`src/rtl/video_render_sched.sv`:
```
// Per-line render scheduler: walks the enabled renderers through a start/done handshake
// on every active scan line, flips the ping-pong line buffers and raises vsync/line irqs.
module video_render_sched #(
  parameter int unsigned ACTIVE_LINES = 480,
  parameter int unsigned NUM_REQ      = 3
) (
  input  logic               clk,
  input  logic               rst,
  input  logic               next_frame,
  input  logic               next_line,
  input  logic               vblank_pulse,
  input  logic [NUM_REQ-1:0] layer_en,
  input  logic [8:0]         irq_line_cfg,
  input  logic [1:0]         irq_ack,
  input  logic [NUM_REQ-1:0] done,
  output logic [NUM_REQ-1:0] start,
  output logic               abort,
  output logic [8:0]         render_line,
  output logic               lb_wr_sel,
  output logic               lb_rd_sel,
  output logic               busy,
  output logic               overrun,
  output logic               irq_vsync,
  output logic               irq_line
);

  localparam int unsigned IdxW     = (NUM_REQ > 1) ? $clog2(NUM_REQ) : 1;
  localparam logic [9:0]  LinesMax = 10'(ACTIVE_LINES);

  typedef enum logic [1:0] {StIdle, StLaunch, StWait} state_e;

  state_e             state_q, state_d;
  logic [9:0]         line_q, line_d;
  logic [NUM_REQ-1:0] pend_q, pend_d;
  logic [NUM_REQ-1:0] start_q, start_d;
  logic [IdxW-1:0]    cur_q, cur_d;
  logic               lb_wr_sel_q, lb_wr_sel_d;
  logic               overrun_q, overrun_d;
  logic               abort_q, abort_d;
  logic               irq_vsync_q, irq_vsync_d;
  logic               irq_line_q, irq_line_d;

  logic               strobe;
  logic               line_valid;
  logic               is_busy;
  logic               found;
  logic [IdxW-1:0]    sel;

  // Line counter; sits at ACTIVE_LINES (invalid) through vblank until the next frame.
  always_comb begin
    line_d = line_q;
    if (next_frame) begin
      line_d = '0;
    end else if (next_line) begin
      line_d = (line_q >= LinesMax) ? LinesMax : line_q + 10'd1;
    end
  end

  assign strobe     = next_frame | next_line;
  assign line_valid = (line_d < LinesMax);
  assign is_busy    = (state_q != StIdle);

  // Lowest pending renderer wins.
  always_comb begin
    found = 1'b0;
    sel   = '0;
    for (int i = int'(NUM_REQ) - 1; i >= 0; i--) begin
      if (pend_q[i]) begin
        found = 1'b1;
        sel   = IdxW'(i);
      end
    end
  end

  always_comb begin
    state_d = state_q;
    pend_d  = pend_q;
    cur_d   = cur_q;
    start_d = '0;
    if (strobe) begin
      // A new line always preempts whatever is left of the current sequence.
      if (line_valid) begin
        state_d = StLaunch;
        pend_d  = layer_en;
      end else begin
        state_d = StIdle;
        pend_d  = '0;
      end
    end else begin
      unique case (state_q)
        StLaunch: begin
          if (found) begin
            start_d[sel] = 1'b1;
            pend_d[sel]  = 1'b0;
            cur_d        = sel;
            state_d      = StWait;
          end else begin
            state_d = StIdle;
          end
        end
        StWait: begin
          if (done[cur_q]) begin
            state_d = StLaunch;
          end
        end
        default: ;
      endcase
    end
  end

  always_comb begin
    overrun_d   = strobe & is_busy;
    abort_d     = strobe & is_busy;
    lb_wr_sel_d = lb_wr_sel_q ^ (strobe & line_valid);
    // Set has priority over acknowledge on both interrupts.
    irq_vsync_d = vblank_pulse | (irq_vsync_q & ~irq_ack[0]);
    irq_line_d  = (strobe & line_valid & (line_d[8:0] == irq_line_cfg)) |
                  (irq_line_q & ~irq_ack[1]);
  end

  always_ff @(posedge clk or posedge rst) begin
    if (rst) begin
      state_q     <= StIdle;
      line_q      <= LinesMax;
      pend_q      <= '0;
      start_q     <= '0;
      cur_q       <= '0;
      lb_wr_sel_q <= 1'b0;
      overrun_q   <= 1'b0;
      abort_q     <= 1'b0;
      irq_vsync_q <= 1'b0;
      irq_line_q  <= 1'b0;
    end else begin
      state_q     <= state_d;
      line_q      <= line_d;
      pend_q      <= pend_d;
      start_q     <= start_d;
      cur_q       <= cur_d;
      lb_wr_sel_q <= lb_wr_sel_d;
      overrun_q   <= overrun_d;
      abort_q     <= abort_d;
      irq_vsync_q <= irq_vsync_d;
      irq_line_q  <= irq_line_d;
    end
  end

  assign start       = start_q;
  assign abort       = abort_q;
  assign render_line = line_q[8:0];
  assign lb_wr_sel   = lb_wr_sel_q;
  assign lb_rd_sel   = ~lb_wr_sel_q;
  assign busy        = is_busy;
  assign overrun     = overrun_q;
  assign irq_vsync   = irq_vsync_q;
  assign irq_line    = irq_line_q;

endmodule

```
`config.mk`:
```
export PLATFORM = sky130hd
export DESIGN_NAME = video_render_sched
export DESIGN_NICKNAME = d
export VERILOG_FILES = /design/src/rtl/video_render_sched.sv
export SDC_FILE = /design/constraint.sdc
export NUM_CORES = 1
export LEC_CHECK = 0
export ABC_AREA = 0
export BUFFER_PORTS_ARGS = -buffer_cell sky130_fd_sc_hd__buf_2
export CAP_MARGIN = 20
export CELL_PAD_IN_SITES_DETAIL_PLACEMENT = 0
export CELL_PAD_IN_SITES_GLOBAL_PLACEMENT = 1
export CORE_ASPECT_RATIO = 1.25
export CORE_MARGIN = 1
export CORE_UTILIZATION = 39
export DETAILED_ROUTE_END_ITERATION = 8
export GPL_TIMING_DRIVEN = 0
export PLACE_DENSITY_LB_ADDON = 0.1
export SLEW_MARGIN = 20
export SYNTH_ARGS = -nofsm -noshare
export SYNTH_HDL_FRONTEND = slang
export SYNTH_SLANG_ARGS = --single-unit
```
`constraint.sdc`:
```
create_clock -name clk -period 2.2 [get_ports clk]
set_input_delay 0.22 -clock clk [delete_from_list [all_inputs] [get_ports clk]]
set_output_delay 0.22 -clock clk [all_outputs]
set_load 0.005 [all_outputs]
```
== Word level (Yosys, flattened, before mapping) ==
Cells that the tools add are included.
Word-level totals
  register bits after elaboration: 24
  input port bits: 22
  word-level logic and storage cells: 67
Operators by class
  add/sub/neg operators: 1
  magnitude comparators: 5
  equal/unequal tests: 4
  mux-type cells: 25
  bitwise operators: 15
  reduce and logical (&&, ||, !) cells: 8
Operator list (number)
  two-way mux 10 bit: 3
  two-way mux 3 bit: 7
  two-way mux 2 bit: 6
  adder 10 x 1 -> 10 bit, second input constant: 1
  greater-or-equal comparator 10 x 9 -> 1 bit, second input constant: 1
  < comparator 10 x 9 -> 1 bit, second input constant: 1
  equality test 9 bit: 1
  < comparator 2 x 3 -> 1 bit, second input constant: 2
  two-way mux 1 bit: 6
  nonzero test 2 bit: 3
  AND 1 bit: 5
  NOT 1 bit: 4
  case mux 2 bit (2 select lines): 1
  AND reduction 2 bit: 2
  AND 3 bit: 1
  inequality test 3 bit, second input constant: 1
  NOT 3 bit: 1
  OR 1 bit: 3
  AND reduction 3 bit: 1
  nonzero test 3 bit: 1
  binary-select mux 1 bit (select 2 bit): 1
  demux 1 bit (select 2 bit): 1
  equality test 2 x 1 -> 1 bit, second input constant: 1
  equality test 2 bit, second input constant: 1
  3 further kinds: 3

== Longest topological paths before layout ==
Gate-level depths: netlist (run 1).
  depth in word-level cells: 12
  depth in mapped cells: 7

== Worst setup path before layout (run 1) ==
OpenSTA, ideal clock, no wires.
  kind: flip-flop to flip-flop
  start point: register line_q[6]
  end point: register pend_q[0]
  library setup time: 0.122 ns
  arrival: 1.894 ns
  path slack: 0.184 ns
  cell stages (with the launch flop): 7
  period minus slack after synthesis: 2.016 ns
  path through: dfstp_2 nand2_1 or4_4 a31oi_4 o21ai_2 o22a_4 a32o_1
Between the ends
  cells in the longest elaborated chain, start to end: 7
Ends and longest elaborated chain
  start: declaration: RTL line 33  | logic [9:0] line_q, line_d;
  start signal: assignment: RTL line 124  | line_q <= LinesMax;
  start signal: assignment: RTL line 135  | line_q <= line_d;
  adder 10 x 1 -> 10 bit / greater-or-equal comparator 10 x 9 -> 1 bit (equally long branches): RTL line 55  | line_d = (line_q >= LinesMax) ? LinesMax : line_q + 10'd1;
  two-way mux 10 bit (*): RTL line 55
  two-way mux 10 bit (*): RTL line 54  | end else if (next_line) begin
  two-way mux 10 bit (*): RTL line 52  | if (next_frame) begin
  via line_d[7]: RTL line 33
  < comparator 10 x 9 -> 1 bit (*): RTL line 60  | assign line_valid = (line_d < LinesMax);
  two-way mux 3 bit (*): RTL line 82  | if (line_valid) begin
  two-way mux 3 bit (*): RTL line 80  | if (strobe) begin
  end signal: assignment: RTL line 136  | pend_q <= pend_d;
  end: declaration: RTL line 34  | logic [NUM_REQ-1:0] pend_q, pend_d;
The timed path passes the listed nets; every way through them passes the cells marked *.
A chain may end at the register's enable or synchronous reset.

== Worst setup path after layout (run 1) ==
  start point: register line_q[6]
  end point: register irq_line_q (netlist: irq_line)
Between the ends
  cells in the longest elaborated chain, start to end: 8
Ends and longest elaborated chain
  adder 10 x 1 -> 10 bit / greater-or-equal comparator 10 x 9 -> 1 bit (equally long branches): RTL line 55
  two-way mux 10 bit: RTL line 55
  two-way mux 10 bit (*): RTL line 54
  two-way mux 10 bit (*): RTL line 52
  < comparator 10 x 9 -> 1 bit: RTL line 60
  AND 1 bit: RTL line 117  | irq_line_d = (strobe & line_valid & (line_d[8:0] == irq_line_cfg)) |
  AND 1 bit (*): RTL line 117
  OR 1 bit (*): RTL line 117
  via irq_line_d: RTL line 41  | logic irq_line_q, irq_line_d;
  end signal: assignment: RTL line 143  | irq_line_q <= irq_line_d;
  end: declaration: RTL line 41
Marks and branches as above.

==> results of run 1 <==
## cells in the mapped netlist (all sizes together), types with 2 or more instances
library cell	number
dfrtp	20
buf	11
inv	11
a21oi	10
nand2	8
nor2	8
nand4	6
nor3	5
dfstp	4
xor2	4
a211o	3
a21boi	3
a32o	3
and2	3
nand2b	3
nand4b	3
nor2b	3
o21ai	3
o31ai	3
or2	3
clkbuf	2
ha	2
nor4	2
o22ai	2
or4	2
xnor2	2
## registers in the layout, summed over array words and instances, names as in the netlist
register,count
line_q,10
irq_vsync,1
lb_wr_sel,1
irq_line,1
abort,1
start,3
state_q,2
cur_q,2
pend_q,3
## worst max-delay path, stage by stage (launching register included)
cell and delay [ps]:
dfstp_2 620, a41o_1 300, a21oi_2 100, a21boi_1 160, o311ai_1 400, nand4_1 220, o32ai_2 230
## power by group
group	total [mW]	internal, mW	switching, mW
logic	0.188	0.0930	0.0947
registers	0.504	0.474	0.0293
clock network	0.380	0.243	0.137
## per-stage QoR
stage               instances  TNS [ps]  hold slack, ps  power [mW]
finish                    236         0             126        1.07
global route              236     -8.31             124        1.13
CTS                       235         0             127        1.09
detailed placement        231      -152             412       0.699
global placement          231      -135             399       0.694
floorplan                 152         0             232       0.619
## final cells by class
type	count	area (um^2)
buffer	13	87.6
clock buffer	3	41.3
clock inverter	1	30.0
fill	363	1740
inverter	11	41.3
multi-input combinational	104	798
sequential	24	608
tap	39	48.8
timing repair buffer	41	208
## cell families after synthesis
| family | after synthesis |
|---|---|
| compound gates | 42 |
| xor+xnor | 7 |
| fa+ha+maj | 2 |
| buf+inv | 24 |
| flops | 24 |
| mux | 1 |
| simple gates | 52 |
## metal layers
layer,part of all wire (%),up-vias,wire (um),global-route usage (%)
met3,4.9,6,172,3.43
met1,42,598,1470,22.3
met2,51,33,1790,31.8
met5,0,-,0,0
met4,2.1,0,72,8.67
li1,-,645,-,-
## worst paths after layout
check                                     from                     to  slack (ps)  depth (start not counted)
setup / recovery           line_q[6]$_DFF_PP1_     irq_line$_DFF_PP0_          80                          6
hold / removal                             rst  pend_q[0]$_DFFE_PP0P_         130                          2
setup reg to reg           line_q[6]$_DFF_PP1_     irq_line$_DFF_PP0_          80                          6
hold reg to reg            irq_vsync$_DFF_PP0_    irq_vsync$_DFF_PP0_         490                          1
max in group asynchronous                  rst    line_q[0]$_DFF_PP0_        1480                          2
min in group clk                  vblank_pulse    irq_vsync$_DFF_PP0_         130                          2
## timing repair
action / in CTS / in global routing
setup buffers: 0 / 1
hold buffers: 0 / 0
endpoints found under the setup margin: 1 / 3
gates resized for setup: 3 / 6
pin swaps: 0 / 6
## placed cells by master (no fill, tap or decap), types with 4 or more instances in the layout
cell and instances:
buf_2 41, dfrtp_1 18, inv_1 11, buf_4 11, a21oi_1 9, nor2_1 8
nand2_1 7, nand4_1 5, nor3_1 4, dfstp_2 4
==> out/qor.yml, run 1 <==
crit_arrival_ps: 2300
synth_edf_count: 0
numClockSinks: 24
fin_skew_ps: 6.10
ys_async_sr_fraction_pct: 100
drt-initial-drc-count: 50
start_kind: "register"
synth_cell_types: 55
synthCells: 152
n_antenna_cell: 0
drive_gt1_share_pct: 39.1
cp.required_ps: 2370
final_util_pct: 51.7
overflow: 0
syn_nets: 176
die_y_um: 71.5
row_count: 24
place_congestion: 0.768
nets: 222
ys.warnings.count: 0
wl_mm: 3.50
vias_per_cell: 5.43
crit_type: "reg -> reg"
firstDrtPassIters: 9
synthMuxAreaShare_pct: 0.664
post_dp_cell_area_um2: 1760
place_ws_ps: -152
power.density_nw_per_um2: 575
hpwl_mm: 2.67
clock_insertion_delay_worst_skew_ps: 260
cp-end-kind: "register"
port_buffers: 40
synth_simple_gate_area_share_pct: 21.1
core_area_um2: 3600
htree_num_levels: 1
io_pins: 41
die_x_um: 57.6
final_area_um2: 1860
drv_cap: 0
grt_pass1_wl_mm: 5.78
start_util_pct: 41.8
syn_to_final_growth_pct: 23.7
setup_viol: 0
die-area_um2: 4120
hold_path_class: "in -> async"
period_share_pct: 96.5
grt_max_degree: 25
synth_top_family_by_area: "compound AO/OA/AOI/OAI gates"
fmax_ghz: 0.471
synth_top_area_share_pct: 33.2
avgSynthCellArea_um2: 9.91
status: "finished with violations"
synthAdderAreaFrac_pct: 1.66
irDropWorstVdd_mv: 0.401
crit_fanout: 7
ys_seq_area_share_pct: 40.2
fin_ws_ps: 77.5
yosys.area.top_type: "dfrtp_1"
relSlewSlack_pct: 41.7
synth_xor_xnor_area_share_pct: 5.07
ant_nets: 0
clockRootBuffer: "clkbuf_8"
grt_pass1_vias: 1238
cts_made_buffers: 3
cts_max_path_buffers: 2
synth.area.top_cells: "dfrtp_1 (33%), dfstp_2 (7.0%), buf_4 (5.0%)"
drc: 2
wl_per_cell_um: 14.8
tightest_slew_ps: 873
clk_pin_slew_ps: 90
num_vias: 1282
tritoncts: "built"
antenna_found_initial: 0
maxSlewViolCount: 0
synth-compound-area-share_pct: 22.8
track_usage_pct: 18.5
leakage_nw: 0.834
violations: "DRC"
timing.final.hold_violations: 0
netlist_area_um2: 1510
ys.flop_type: "dfrtp_1"
finalCriticalPeriod_ps: 2120
ys_seq_elements: 24
No activity file was read; power rests on OpenSTA's default activity.
==> run 2: changes to the inputs <==
==> constraint.sdc (replaced) <==
create_clock -name clk -period 2.2 [get_ports clk]
set_input_delay 0 -clock clk [delete_from_list [all_inputs] [get_ports clk]]
set_output_delay 0 -clock clk [all_outputs]
set_load 0.005 [all_outputs]
==> out/qor.yml, run 2 (same netlist as run 1, synthesis figures left out) <==
antenna_found_initial: 0  # unchanged
die_y_um: 71.5  # unchanged
cp.required_ps: 2370  # about the same
layout_commonest_cell: "buf_2"
clk_pin_slew_ps: 90  # about the same
wl_met2_mm: 1.82  # +2.0%
start_util_pct: 41.8  # unchanged
dp_cells: 231  # unchanged
drc: 2  # unchanged
whs_ps: 79.5  # -46.3 ps
num_vias: 1303  # +1.6%
crit_arrival_ps: 2310  # about the same
fmax_ghz: 0.468  # -0.71%
finalSetupTns_ps: 0  # unchanged
maxSlewViolCount: 0  # unchanged
irDropWorstVdd_mv: 0.401  # about the same
hpwl_mm: 2.67  # unchanged
wl_met1_mm: 1.52  # +3.2%
tritoncts: "built"
io_pins: 41  # unchanged
hold_path_class: "in -> reg"
die-area_um2: 4120  # unchanged
crit_fanout: 7  # unchanged
port_buffers: 40  # unchanged
crit_type: "reg -> reg"
fin_cells: 243  # +3.0%
largest_reg_flops: 10  # unchanged
ant_nets: 0  # unchanged
overflow: 0  # unchanged
track_usage_pct: 18.7  # +0.11 points
leakage_nw: 0.862  # +3.4%
setup_viol: 0  # unchanged
fin_skew_ps: 6.26  # +0.152 ps
vias_per_cell: 5.36  # -1.3%
firstDrtPassIters: 7  # -2
final_util_pct: 53.6  # +1.9 points
core_area_um2: 3600  # unchanged
row_count: 24  # unchanged
period_share_pct: 97.2  # +0.69 points
cp-end-kind: "register"
layout_common_cells: "buf_2 (41), dfrtp_1 (18), inv_1 (11), buf_4 (11), a21oi_1 (9)"
cts_max_path_buffers: 2  # unchanged
regArea_um2: 608  # unchanged
worst-path-buf-inv: 0  # unchanged
die_x_um: 57.6  # unchanged
met3_length_um: 145  # -16%
grt_pass1_vias: 1248  # +0.81%
tightest_slew_ps: 875  # +1.94 ps
violations: "DRC"
cpMaxStageDelayCell: "dfstp_2"
drt-initial-drc-count: 49  # -2.0%
drv_cap: 0  # unchanged
relSlewSlack_pct: 41.6  # -0.13 points
finalCriticalPeriod_ps: 2140  # +15.2 ps
multi_input_area_um2: 798  # unchanged
critical_path.top_delay_family: "compound AO/OA/AOI/OAI gates"
clock_insertion_delay_worst_skew_ps: 260  # about the same
syn_to_final_growth_pct: 28.3
n_antenna_cell: 0  # unchanged
drive_gt1_share_pct: 37.7  # -1.3 points
place_congestion: 0.768  # unchanged
timing.final.hold_violations: 0  # unchanged
power.density_nw_per_um2: 559  # -2.7%
status: "finished with violations"
clockRootBuffer: "clkbuf_8"
cpPeakStageDelay_ps: 620  # about the same
numClockSinks: 24  # unchanged
cts_made_buffers: 3  # unchanged
wl_per_cell_um: 14.6  # -1.4%
start_kind: "register"
grt_pass1_wl_mm: 5.82  # +0.71%
wl_mm: 3.55  # +1.5%
grt_max_degree: 25  # unchanged
nFillCells: 358  # -1.4%
nets: 229  # +3.2%
crit_path_cell_trace: "a41o_1, a21oi_2, a21boi_1, o311ai_1, nand4_1, o32ai_2"
htree_num_levels: 1  # unchanged
top_layer: "met4"
registers.top_by_ff_count: "line_q"
==> run 2: cell types whose count changed in the layout (fill, tap and decap cells not counted), sizes merged <==
| cell | delta |
|---|---|
| dlygate4sd3 | +7 |
==> run 2: power breakdown <==
part / internal, mW / switching, mW / total [mW]
logic: 0.101 / 0.0963 / 0.198
clock network: 0.243 / 0.137 / 0.380
registers: 0.474 / 0.0293 / 0.504
==> run 2: repair_timing <==
action                                  4_1_cts  5_1_grt
hold endpoints to repair                     25        0
resized for setup                             3        6
hold buffers                                  7        0
endpoints found under the setup margin        1        3
setup buffers                                 0        1
pin swaps                                     0        6
==> run 2: cell type report <==
cell class	count	area share, %
inverter	11	2.14
sequential	24	31.5
timing repair buffer	48	14.4
tap	39	2.52
clock inverter	1	1.55
buffer	13	4.53
multi-input combinational	104	41.3
clock buffer	3	2.14
==> run 2: worst register-to-register path: stages, from the launching register on <==
cell      delay [ps]
dfstp_2          620
a41o_1           310
a21oi_2          110
a21boi_1         160
o311ai_1         400
nand4_1          230
o32ai_2          230
==> run 2: metal layers <==
metal  vias to the layer above  global-route usage [%]
li1                        659                       -
met5                         -                       0
met3                         6                    3.07
met4                         0                    8.67
met1                       604                    22.7
met2                        34                    31.9
==> run 2: final timing paths <==
path | startpoint | to | slack, ps | cells after the start
max | line_q[6]$_DFF_PP1_ | irq_line$_DFF_PP0_ | 60 | 6
min | next_frame | line_q[0]$_DFF_PP0_ | 80 | 3
max reg2reg | line_q[6]$_DFF_PP1_ | irq_line$_DFF_PP0_ | 60 | 6
min reg2reg | irq_line$_DFF_PP0_ | irq_line$_DFF_PP0_ | 530 | 2
max in group asynchronous | rst | line_q[0]$_DFF_PP0_ | 1140 | 3
min in group asynchronous | rst | pend_q[0]$_DFFE_PP0P_ | 460 | 3
==> run 2: metrics by stage <==
step | power [mW] | area, um^2 | setup slack, ps
detailed placement | 0.699 | 1760 | -152
CTS | 1.10 | 1900 | 6.11
global placement | 0.694 | 1760 | -135
finish | 1.08 | 1930 | 62.4
global route | 1.14 | 1930 | -8.31
floorplan | 0.619 | 1510 | 184
